--- src/rtl/never8_ctrl.sv ---
// Never8 fetch/decode/execute controller.
// Drives the ALU, owns pc/ir/acc/flags and the output port.
module never8_ctrl #(
  parameter int              PC_W     = 5,
  parameter logic [PC_W-1:0] RESET_PC = '0
) (
  input  logic            clk,
  input  logic            rst_n,
  input  logic            run,
  output logic [PC_W-1:0] imem_addr,
  input  logic [7:0]      imem_data,
  output logic [2:0]      alu_opcode,
  output logic [4:0]      alu_a,
  output logic [7:0]      alu_b,
  input  logic [7:0]      alu_data_out,
  input  logic            alu_c,
  input  logic            alu_zflag,
  output logic [7:0]      acc,
  output logic            flag_z,
  output logic            flag_c,
  output logic [7:0]      out_data,
  output logic            out_valid,
  input  logic            out_ready,
  output logic            halted
);

  typedef enum logic [2:0] {
    FETCH,
    DECODE,
    EXECUTE,
    OUT_WAIT,
    HALT
  } state_t;

  typedef enum logic [2:0] {
    OP_ADD  = 3'b000,
    OP_JMP  = 3'b001,
    OP_JZ   = 3'b010,
    OP_LDI  = 3'b011,
    OP_OUT  = 3'b100,
    OP_JC   = 3'b101,
    OP_NOP  = 3'b110,
    OP_HALT = 3'b111
  } op_t;

  state_t          state, state_d;
  logic [PC_W-1:0] pc, pc_d;
  logic [7:0]      ir, ir_d;
  logic [7:0]      acc_d;
  logic            fz_d, fc_d;
  logic [7:0]      od_d;
  logic            ov_d;

  op_t             op;
  logic [4:0]      imm;

  assign op  = op_t'(ir[7:5]);
  assign imm = ir[4:0];

  assign imem_addr = pc;
  assign alu_a     = imm;
  assign alu_b     = acc;
  assign halted    = (state == HALT);

  // Idle opcode outside an ADD execute keeps
  // the ALU's z=1 default away from the flags.
  assign alu_opcode =
    (state == EXECUTE && op == OP_ADD)
      ? 3'b000 : 3'b111;

  always_ff @(posedge clk or negedge rst_n) begin
    if (!rst_n) begin
      state     <= FETCH;
      pc        <= RESET_PC;
      ir        <= 8'h00;
      acc       <= 8'h00;
      flag_z    <= 1'b0;
      flag_c    <= 1'b0;
      out_data  <= 8'h00;
      out_valid <= 1'b0;
    end else begin
      state     <= state_d;
      pc        <= pc_d;
      ir        <= ir_d;
      acc       <= acc_d;
      flag_z    <= fz_d;
      flag_c    <= fc_d;
      out_data  <= od_d;
      out_valid <= ov_d;
    end
  end

  always_comb begin
    state_d = state;
    pc_d    = pc;
    ir_d    = ir;
    acc_d   = acc;
    fz_d    = flag_z;
    fc_d    = flag_c;
    od_d    = out_data;
    ov_d    = out_valid;
    unique case (state)
      FETCH: begin
        if (run) state_d = DECODE;
      end
      DECODE: begin
        ir_d    = imem_data;
        pc_d    = pc + PC_W'(1);
        state_d = EXECUTE;
      end
      EXECUTE: begin
        state_d = FETCH;
        unique case (op)
          OP_ADD: begin
            acc_d = alu_data_out;
            fc_d  = alu_c;
            fz_d  = alu_zflag;
          end
          OP_JMP: pc_d = PC_W'(imm);
          OP_JZ: begin
            if (flag_z) pc_d = PC_W'(imm);
          end
          OP_LDI: acc_d = {3'b000, imm};
          OP_OUT: begin
            od_d    = acc;
            ov_d    = 1'b1;
            state_d = OUT_WAIT;
          end
          OP_JC: begin
            if (flag_c) pc_d = PC_W'(imm);
          end
          OP_NOP: ;
          OP_HALT: state_d = HALT;
          default: ;
        endcase
      end
      OUT_WAIT: begin
        if (out_ready) begin
          ov_d    = 1'b0;
          state_d = FETCH;
        end
      end
      HALT: ;
      default: state_d = FETCH;
    endcase
  end

endmodule

--- config.mk ---
export PLATFORM = sky130hd
export DESIGN_NAME = never8_ctrl
export DESIGN_NICKNAME = d
export VERILOG_FILES = /design/src/rtl/never8_ctrl.sv
export SDC_FILE = /design/constraint.sdc
export NUM_CORES = 1
export LEC_CHECK = 0
export ABC_CLOCK_PERIOD_IN_PS = 3700
export BUFFER_PORTS_ARGS = -buffer_cell sky130_fd_sc_hd__buf_2
export CAP_MARGIN = 20
export CORE_UTILIZATION = 38
export CTS_BUF_LIST = sky130_fd_sc_hd__clkbuf_4 sky130_fd_sc_hd__clkbuf_8
export DETAILED_ROUTE_END_ITERATION = 7
export PLACE_DENSITY = 0.65
export SYNTH_ARGS = -nofsm -noshare
export SYNTH_HDL_FRONTEND = slang
export SYNTH_SLANG_ARGS = --single-unit
--- constraint.sdc ---
create_clock -name clk -period 3.7 [get_ports clk]
set_clock_uncertainty 0.1 [all_clocks]
set_input_delay 0.555 -clock clk [delete_from_list [all_inputs] [get_ports clk]]
set_output_delay 0.555 -clock clk [all_outputs]
set_load 0.01 [all_outputs]
# After elaboration in Yosys (flattened, before gate mapping)
# Index checks and enable logic that the tools add are counted.
[totals]
reg_bits = 35
in_bits = 22
output_inout_bits = 41
[classes]
n_addsub = 1
n_eq_ne = 16
n_mux = 13
n_bitwise = 1
n_reduce_logical = 12
[ops]
columns = ["cell", "count"]
rows = [
  ["$pmux 8 s2", 1],
  ["$pmux 3 s5", 1],
  ["$pmux 5 s3", 1],
  ["$eq 3x2->1 const B", 4],
  ["$eq 3x3->1 const B", 4],
  ["$mux 5", 2],
  ["$pmux 5 s2", 1],
  ["$mux 3", 3],
  ["$eq 3x1->1 const B", 2],
  ["$logic_not 3->1", 2],
  ["$ne 3x3->1 const B", 2],
  ["$pmux 3 s2", 1],
  ["$reduce_and 2->1", 3],
  ["$reduce_and 3->1", 2],
  ["$reduce_bool 2->1", 3],
  ["$add 5x1->5 const B", 1],
  ["$ne 2x2->1 const B", 2],
  ["$ne 4x1->1 const B", 1],
  ["$reduce_and 4->1", 1],
  ["$mux 1", 2],
  ["$ne 2x1->1 const B", 1],
  ["$pmux 1 s2", 1],
  ["$logic_and 1x1->1", 1],
  ["$not 1->1", 1],
]

# Longest topological paths before layout
# Gate-level depths: netlist of the first run.
[logic_depth]
word_depth = 3
mapped_depth = 6

# Worst setup path after synthesis of the first run
# Ideal clock, no wire load.
[synth_path]
path_type = "register to output"
from = "register state[2]"
to = "output port alu_opcode[1]"
arrival_ps = 1434
required_time_ps = 3045
slack_ps = 1611
stages_incl_launch_ff = 5
n_path_buf = 1
cell_sequence = "dfrtp_1 -> or3b_4 -> nor4_4 -> inv_1 -> buf_4"
[synth_via]
elab_chain_len = 3
[synth_lines]
columns = ["item", "line", "rtl"]
rows = [
  ["from (decl)", "46", "state_t state, state_d;"],
  ["from (signal assigned)", "82", "state <= state_d;"],
  ["$eq 3x2->1", "68", "(state == EXECUTE && op == OP_ADD)"],
  ["$logic_and 1x1->1", "68", ""],
  ["$mux 3", "69", "? 3'b000 : 3'b111;"],
  ["to (decl)", "12", "output logic [2:0] alu_opcode,"],
]
# No other way between the ends.

# Worst setup path after layout of the first run
# Same ends and word-level chain as after synthesis.

==> reports/results.env, run 1 <==
FINAL_MIN_PERIOD_OVER_CLOCK_PERIOD=0.651
WIRE_LENGTH_OF_THE_FIRST_GLOBAL_ROUTING_PASS_UM=5750
YS.WARNINGS.COUNT=0
DIE_AREA_MM2=0.00476
CLOCK_TREE_FROM_TRITONCTS='yes'
POST_CTS_BUFFERS=0
FINAL_COMMON_CELL='buf_2'
PORT_BUFFERS=62
WORST_SLACK_PS=1290
DRT_PRE_ANTENNA_ITERS=5
ROUTABILITYCONGESTION=0.782
TRITONCTS.NUM_BUFFERS=5
LAYOUT_MIN_CYCLE_TIME_PS=2410
GRT_USE_TOTAL=0.154
NUMBER_OF_DRC_VIOLATIONS_AFTER_DETAILED_ROUTING=0
COREAREA_MM2=0.00432
CLK_PATH_BUF_DEPTH=2
STARTPOINT_TYPE='register'
GRT_ANTENNA_BEFORE_REPAIR=0
LAYOUT_COMMON_CELLS='62 x buf_2, 35 x dfrtp_1, 17 x mux2_2'
POST_CTS_RESIZE_COUNT=0
ROOT_BUFFER='clkbuf_8'
ARRIVAL_PS=1750
POST-DP-HPWL_UM=2490
CTS_H_TREE_DEPTH=2
FINAL_CORE_UTIL=0.470
PATH_MAX_FANOUT=7
WORST_IR_DROP_ON_VDD_uV=379
PLACE_WS_PS=1590
CRIT_TYPE='reg2out'
DETAIL_ROUTE.WL_PER_CELL_UM=13.6
WORST_SLEW_MARGIN_REL=0.484
FLOORPLAN.DIE.HEIGHT_UM=69.0
WORSTSETUPENDPOINTTYPE='output pin'
DRT-INITIAL-DRC-COUNT=67
CELLLEAKAGEPOWER_nW=1.03
FLIP_FLOP_CELL_WITH_THE_HIGHEST_COUNT_AFTER_SYNTHESIS='dfrtp_1'
FIN_TNS_SETUP_PS=0
OVERALL_OVERFLOW_REMAINING_AFTER_GLOBAL_ROUTE=0
FLOORPLAN.DIE.WIDTH_UM=69.0
PWR_DENSITY_CELL_mW_PER_MM2=876
CLK_TRANSITION_REPORTED_PATHS_PS=70
POST_PLACE_CELL_AREA_MM2=0.00195
SYNTH-SEQ-CELLS=35
FINAL_MAX_SLEW_VIOL_COUNT=0
TIMING_HOLD_VIOLATIONS_FINAL=0
DRIVE_GT1_FRAC=0.531
LAYOUT.CELL_AREA.NON_FILLER_MM2=0.00203
YS_ASYNC_SR_FRACTION=1.00
TOTAL_SETUP_VIOLATIONS_REPORTED_AT_THE_END_OF_THE_FLOW=0
POSTCTSHOLDBUFS=0
CRIT_REQUIRED_PS=3040
DETAIL_ROUTE.WIRELENGTH_UM=3350
YS_TYPES=35
WORST-R2R-CELL-COUNT=3
POST_SYNTH_INST_COUNT=143
HOLD_SLACK_PS=243
TIMING.MAX_CAP.VIOLATIONS=0
GRT_MAX_DEGREE=36
FIN_NETS=216
CLK_LATENCY_PS=280
STARTING_UTILIZATION_OF_THE_CORE_AREA=0.395
VIA_COUNT=1211
RSZ0062_AT_GRT='false'
WORSTHOLDPATHTYPE='in2async'
OUTCOME='completed'
SYNTH_SEQUENTIAL_AREA_RATIO=0.513
POST_SYNTH.CELL_AREA_AVG_UM2=11.9
FIRST_GLOBAL_VIAS=1174
SYNTHTOLAYOUTAREAGROWTH_PCT=19.2
SYNTH_ENABLE_FLOP_CELLS=0
ACHIEVABLE_CLOCK_FREQUENCY_MHz=415
POSTROUTEANTENNANETS=0
SYN_AREA_MM2=0.00171
NUM_ROWS=24
VIAS_PER_CELL=4.92
CLOCK-SINKS=35
INSERTEDDIODECOUNT=0
IOPINCOUNT=63
MAX_SLEW.WORST_PIN.SLEW_PS=774
SYNTHESIS.NETS=166
==> worst paths after layout <==
| check | slack [ps] | end | start |
|---|---|---|---|
| max | 1290 | alu_opcode[1] | state[2] |
| min | 240 | out_data[7] | rst_n |
| max reg2reg | 1700 | out_data[3] | state[1] |
| min reg2reg | 400 | out_data[0] | out_data[0] |
| max in group asynchronous | 2760 | ir[0] | rst_n |
| min in group clk | 390 | ir[6] | imem_data[6] |
==> per-stage QoR <==
step / total power, W / cells
after floorplan: 0.00133 / 143
after global placement: 0.00151 / 238
after detailed placement: 0.00152 / 238
after CTS: 0.00180 / 246
after global routing: 0.00192 / 246
final: 0.00178 / 246
==> cell type report <==
| cell class | instances | area, um2 |
|---|---|---|
| tap | 52 | 65.1 |
| inverter | 4 | 15.0 |
| fill | 449 | 2290 |
| sequential | 35 | 876 |
| multi-input combinational | 84 | 672 |
| clock inverter | 1 | 5.00 |
| clock buffer | 7 | 83.8 |
| timing repair buffer | 63 | 318 |
==> synthesized netlist by cell type (2+ instances only) <==
library cell   n  area, um2
buf_2          4       20.0
buf_4         15        113
nor2_1         6       22.5
a21oi_1        4       20.0
nand2_1       11       41.3
nand2b_1       3       18.8
mux2i_1        5       50.1
mux2_2        17        191
and2_1         2       12.5
o21ai_0        4       20.0
dfrtp_1       35        876
nand4_1        2       12.5
nor3b_2        2       25.0
a211oi_1       2       15.0
o21ai_2        5       43.8
nand3_1        2       10.0
inv_1          4       15.0
a22o_2         3       30.0
==> cell families after synthesis <==
group / share of synthesized area
flip-flops: 0.513
AND/OR/NAND/NOR: 0.122
AO/OA/AOI/OAI: 0.117
buffers and inverters: 0.0931
multiplexers: 0.141
XOR/XNOR: 0.00513
adder cells (fa/ha/maj): 0.00733
==> flip-flops by register name, summed over array words and instances, names as in the netlist <==
signal     cells
out_valid      1
state          3
acc            8
out_data       8
ir             8
flag_c         1
flag_z         1
imem_addr      5
==> critical path, stage by stage, from the launching register on <==
cell and delay (ps):
dfrtp_1 450, or3b_4 470, nor4_4 280, inv_1 110, buf_2 150
==> layer usage <==
layer / up-vias / wire length, um / global-route usage
li1: 596 / - / -
met1: 581 / 1540 / 0.213
met2: 30 / 1610 / 0.222
met3: 4 / 163 / 0.0395
met4: 0 / 33 / 0.0816
met5: - / 0 / 0
==> power by group <==
part	leakage [nW]	internal (W)	switching, W
registers	0.432	0.000558	0.000192
clock network	0.0491	0.000147	0.000129
logic	0.549	0.000385	0.000372
total	1.03	0.00109	0.000693
Note: power is estimated with default switching activity, not from simulation.
==> run 2, diff against run 1 <==
Settings changed: ABC_CLOCK_PERIOD_IN_PS 3700 to 2000, PLACE_DENSITY 0.65 to 0.68.
Clock period 3.7 ns to 2 ns, I/O delays scaled along.
==> run 2 against run 1 <==
  * The flow now finishes with violations (negative hold slack)
  * Combinational power up 110%
  * Cell count rose by 3.7%
  * Register-to-register slack got worse by 1600 ps
  * Clock power grew 87%
  * Utilization grew 1.8 points
  * Routed wire length is 1.3% higher
  * Worst hold slack worse by 260 ps
  * Design area is 3.8% higher
==> reports/results.env, run 2 (synthesized netlist as in run 1, its figures left out) <==
FIRST_GLOBAL_VIAS=1156  # -1.5%
NUM_ROWS=24  # unchanged
GRT_USE_TOTAL=0.153  # -0.000843
CLK_PATH_BUF_DEPTH=2  # unchanged
FLOORPLAN.DIE.HEIGHT_UM=69.0  # unchanged
GRT_MAX_DEGREE=36  # unchanged
FINAL_MAX_SLEW_VIOL_COUNT=0  # unchanged
PWR_DENSITY_CELL_mW_PER_MM2=1620  # +85%
NUMBER_OF_DRC_VIOLATIONS_AFTER_DETAILED_ROUTING=0  # unchanged
WORST_SLEW_MARGIN_REL=0.487  # +0.00289
STARTPOINT_TYPE='register'
WORSTSETUPENDPOINTTYPE='output pin'
TOTAL_SETUP_VIOLATIONS_REPORTED_AT_THE_END_OF_THE_FLOW=0  # unchanged
HOLD_SLACK_PS=-20.4  # -263 ps
CLK_LATENCY_PS=280  # about the same
CELLLEAKAGEPOWER_nW=1.07  # +4.2%
COREAREA_MM2=0.00432  # unchanged
POSTROUTEANTENNANETS=0  # unchanged
CRITICAL_PATH.MAX_STAGE_DELAY_PS=420  # -50 ps
NET-SWITCHING-POWER_W=0.00131  # +90%
TOP_REGS='acc x8, ir x8, out_data x8'
POWER_FRAC_CLOCK=0.150  # -0.005
ACHIEVABLE_CLOCK_FREQUENCY_MHz=528
WIRE_LENGTH_OF_THE_FIRST_GLOBAL_ROUTING_PASS_UM=5690  # -1.1%
ROOT_BUFFER='clkbuf_8'
MAX_SLEW.WORST_PIN.SLEW_PS=769  # -4.34 ps
INTERNAL_POWER_W=0.00211  # +94%
NETSWITCHINGFRACTION=0.384  # -0.00526
TRITONCTS.NUM_BUFFERS=5  # unchanged
CRIT_TYPE='reg2out'
DETAIL_ROUTE.WIRELENGTH_UM=3390  # +1.3%
LAYOUT_MIN_CYCLE_TIME_PS=1890
FIN_NETS=226  # +4.6%
DIE_AREA_MM2=0.00476  # unchanged
DRIVE_GT1_FRAC=0.567  # +0.0356
WORSTHOLDPATHTYPE='in2async'
FLOORPLAN.DIE.WIDTH_UM=69.0  # unchanged
SYNTHTOLAYOUTAREAGROWTH_PCT=23.8
CTS_H_TREE_DEPTH=2  # unchanged
DRT-INITIAL-DRC-COUNT=60  # -10%
VIAS_PER_CELL=4.93  # +0.21%
FAILED_CHECKS='negative hold slack'
CLOCK-SINKS=35  # unchanged
TIMING.MAX_CAP.VIOLATIONS=0  # unchanged
LAYOUT_COMMON_CELLS='62 x buf_2, 32 x dfrtp_1, 17 x mux2_2'
CLOCK_TREE_FROM_TRITONCTS='yes'
FINAL_CORE_UTIL=0.488  # +0.0179
STARTING_UTILIZATION_OF_THE_CORE_AREA=0.395  # unchanged
SEQ_POWER_SHARE=0.383  # -0.037
VIA_COUNT=1258  # +3.9%
CRIT_PATH_TOP_DELAY_CELL='or3b_4'
IOPINCOUNT=63  # unchanged
FINAL_MIN_PERIOD_OVER_CLOCK_PERIOD=0.947
CRIT_REQUIRED_PS=1600  # -1440 ps
RSZ0062_AT_GRT='false'
FIN_TNS_SETUP_PS=0  # unchanged
OVERALL_OVERFLOW_REMAINING_AFTER_GLOBAL_ROUTE=0  # unchanged
DETAIL_ROUTE.WL_PER_CELL_UM=13.3  # -2.3%
INSERTEDDIODECOUNT=0  # unchanged
FINALPOWER_W=0.00343  # +92%
PORT_BUFFERS=62  # unchanged
COMB_POWER_SHARE=0.466  # +0.041
WORST_IR_DROP_ON_VDD_uV=696  # +84%
FINAL_COMMON_CELL='buf_2'
DRT_PRE_ANTENNA_ITERS=4  # -1
CLK_TRANSITION_REPORTED_PATHS_PS=70  # about the same
WORSTPATHCELLLIST='or3b_4, nor4_4, inv_1, buf_2'
ROUTABILITYCONGESTION=0.776  # -0.72%
PATH_MAX_FANOUT=3  # -4
POST-DP-HPWL_UM=2460  # -1.2%
GRT_ANTENNA_BEFORE_REPAIR=0  # unchanged
TIMING_HOLD_VIOLATIONS_FINAL=21  # +21
ARRIVAL_PS=1490  # -260 ps
FILLER_CELL_COUNT=426  # -5.1%
OUTCOME='complete, but fails checks'
-- run 2: cell types whose count changed in the layout (fill, tap and decap cells not counted), sizes merged --
cell	delta
buf	+10
clkbuf	-1
-- run 2: cell type report --
cell class / count / area [um2] / area share
inverters: 4 / 15.0 / 0.00711
clock inverters: 1 / 5.00 / 0.00237
flip-flops and latches: 35 / 880 / 0.416
multi-input cells: 84 / 672 / 0.318
repair buffers: 73 / 393 / 0.186
clock buffers: 6 / 82.6 / 0.0391
well taps: 52 / 65.1 / 0.0308
-- run 2: path summary, 6_finish.rpt --
| check | startpoint | endpoint | slack [ps] | cells after the start |
|---|---|---|---|---|
| worst max-delay path | state[0] | alu_opcode[0] | 110 | 4 |
| worst min-delay path | rst_n | out_data[5] | -20 | 1 |
| worst max register to register | state[0] | acc[6] | 110 | 4 |
| worst min register to register | out_data[2] | out_data[2] | 400 | 1 |
| max in group asynchronous | rst_n | state[0] | 1270 | 1 |
| min in group clk | imem_data[6] | ir[6] | 120 | 3 |
-- run 2: through the flow --
stage | std cells | setup WS (ps) | area [um2]
2_1_floorplan | 143 | 166 | 1710
3_3_place_gp | 243 | 168 | 1980
3_5_place_dp | 243 | 140 | 1980
4_1_cts | 255 | 17.2 | 2110
5_1_grt | 255 | 22.8 | 2110
6_report | 255 | 105 | 2110
-- run 2: critical path: cells and delay by family, from the launching register on --
kind	cells	cell delay [ps]
AND/OR/NAND/NOR	2	580
buffers and inverters	2	220
flip-flops	1	400
-- run 2: power groups by stage --
stage                     registers [W]  logic [W]  clock network [W]
final                           0.00131    0.00160           0.000516
after global routing            0.00137    0.00175           0.000558
after CTS                       0.00132    0.00161           0.000525
after detailed placement        0.00135    0.00152                  0
after global placement          0.00135    0.00150                  0
after floorplan                 0.00139    0.00107                  0
-- run 2: per-layer routing --
layer,part of all wire,global-route usage,vias to the layer above
met3,0.047,0.0395,7
met1,0.48,0.221,602
met2,0.45,0.208,32
li1,-,-,617
met4,0.016,0.0862,0
met5,0,0,-
-- run 2: timing repair --
| action | CTS | global route |
|---|---|---|
| pin swaps | 2 | 1 |
| setup buffers | 5 | 0 |
| gates resized for setup | 3 | 0 |
| endpoints found under the setup margin | 3 | 3 |
| hold buffers | 0 | 0 |
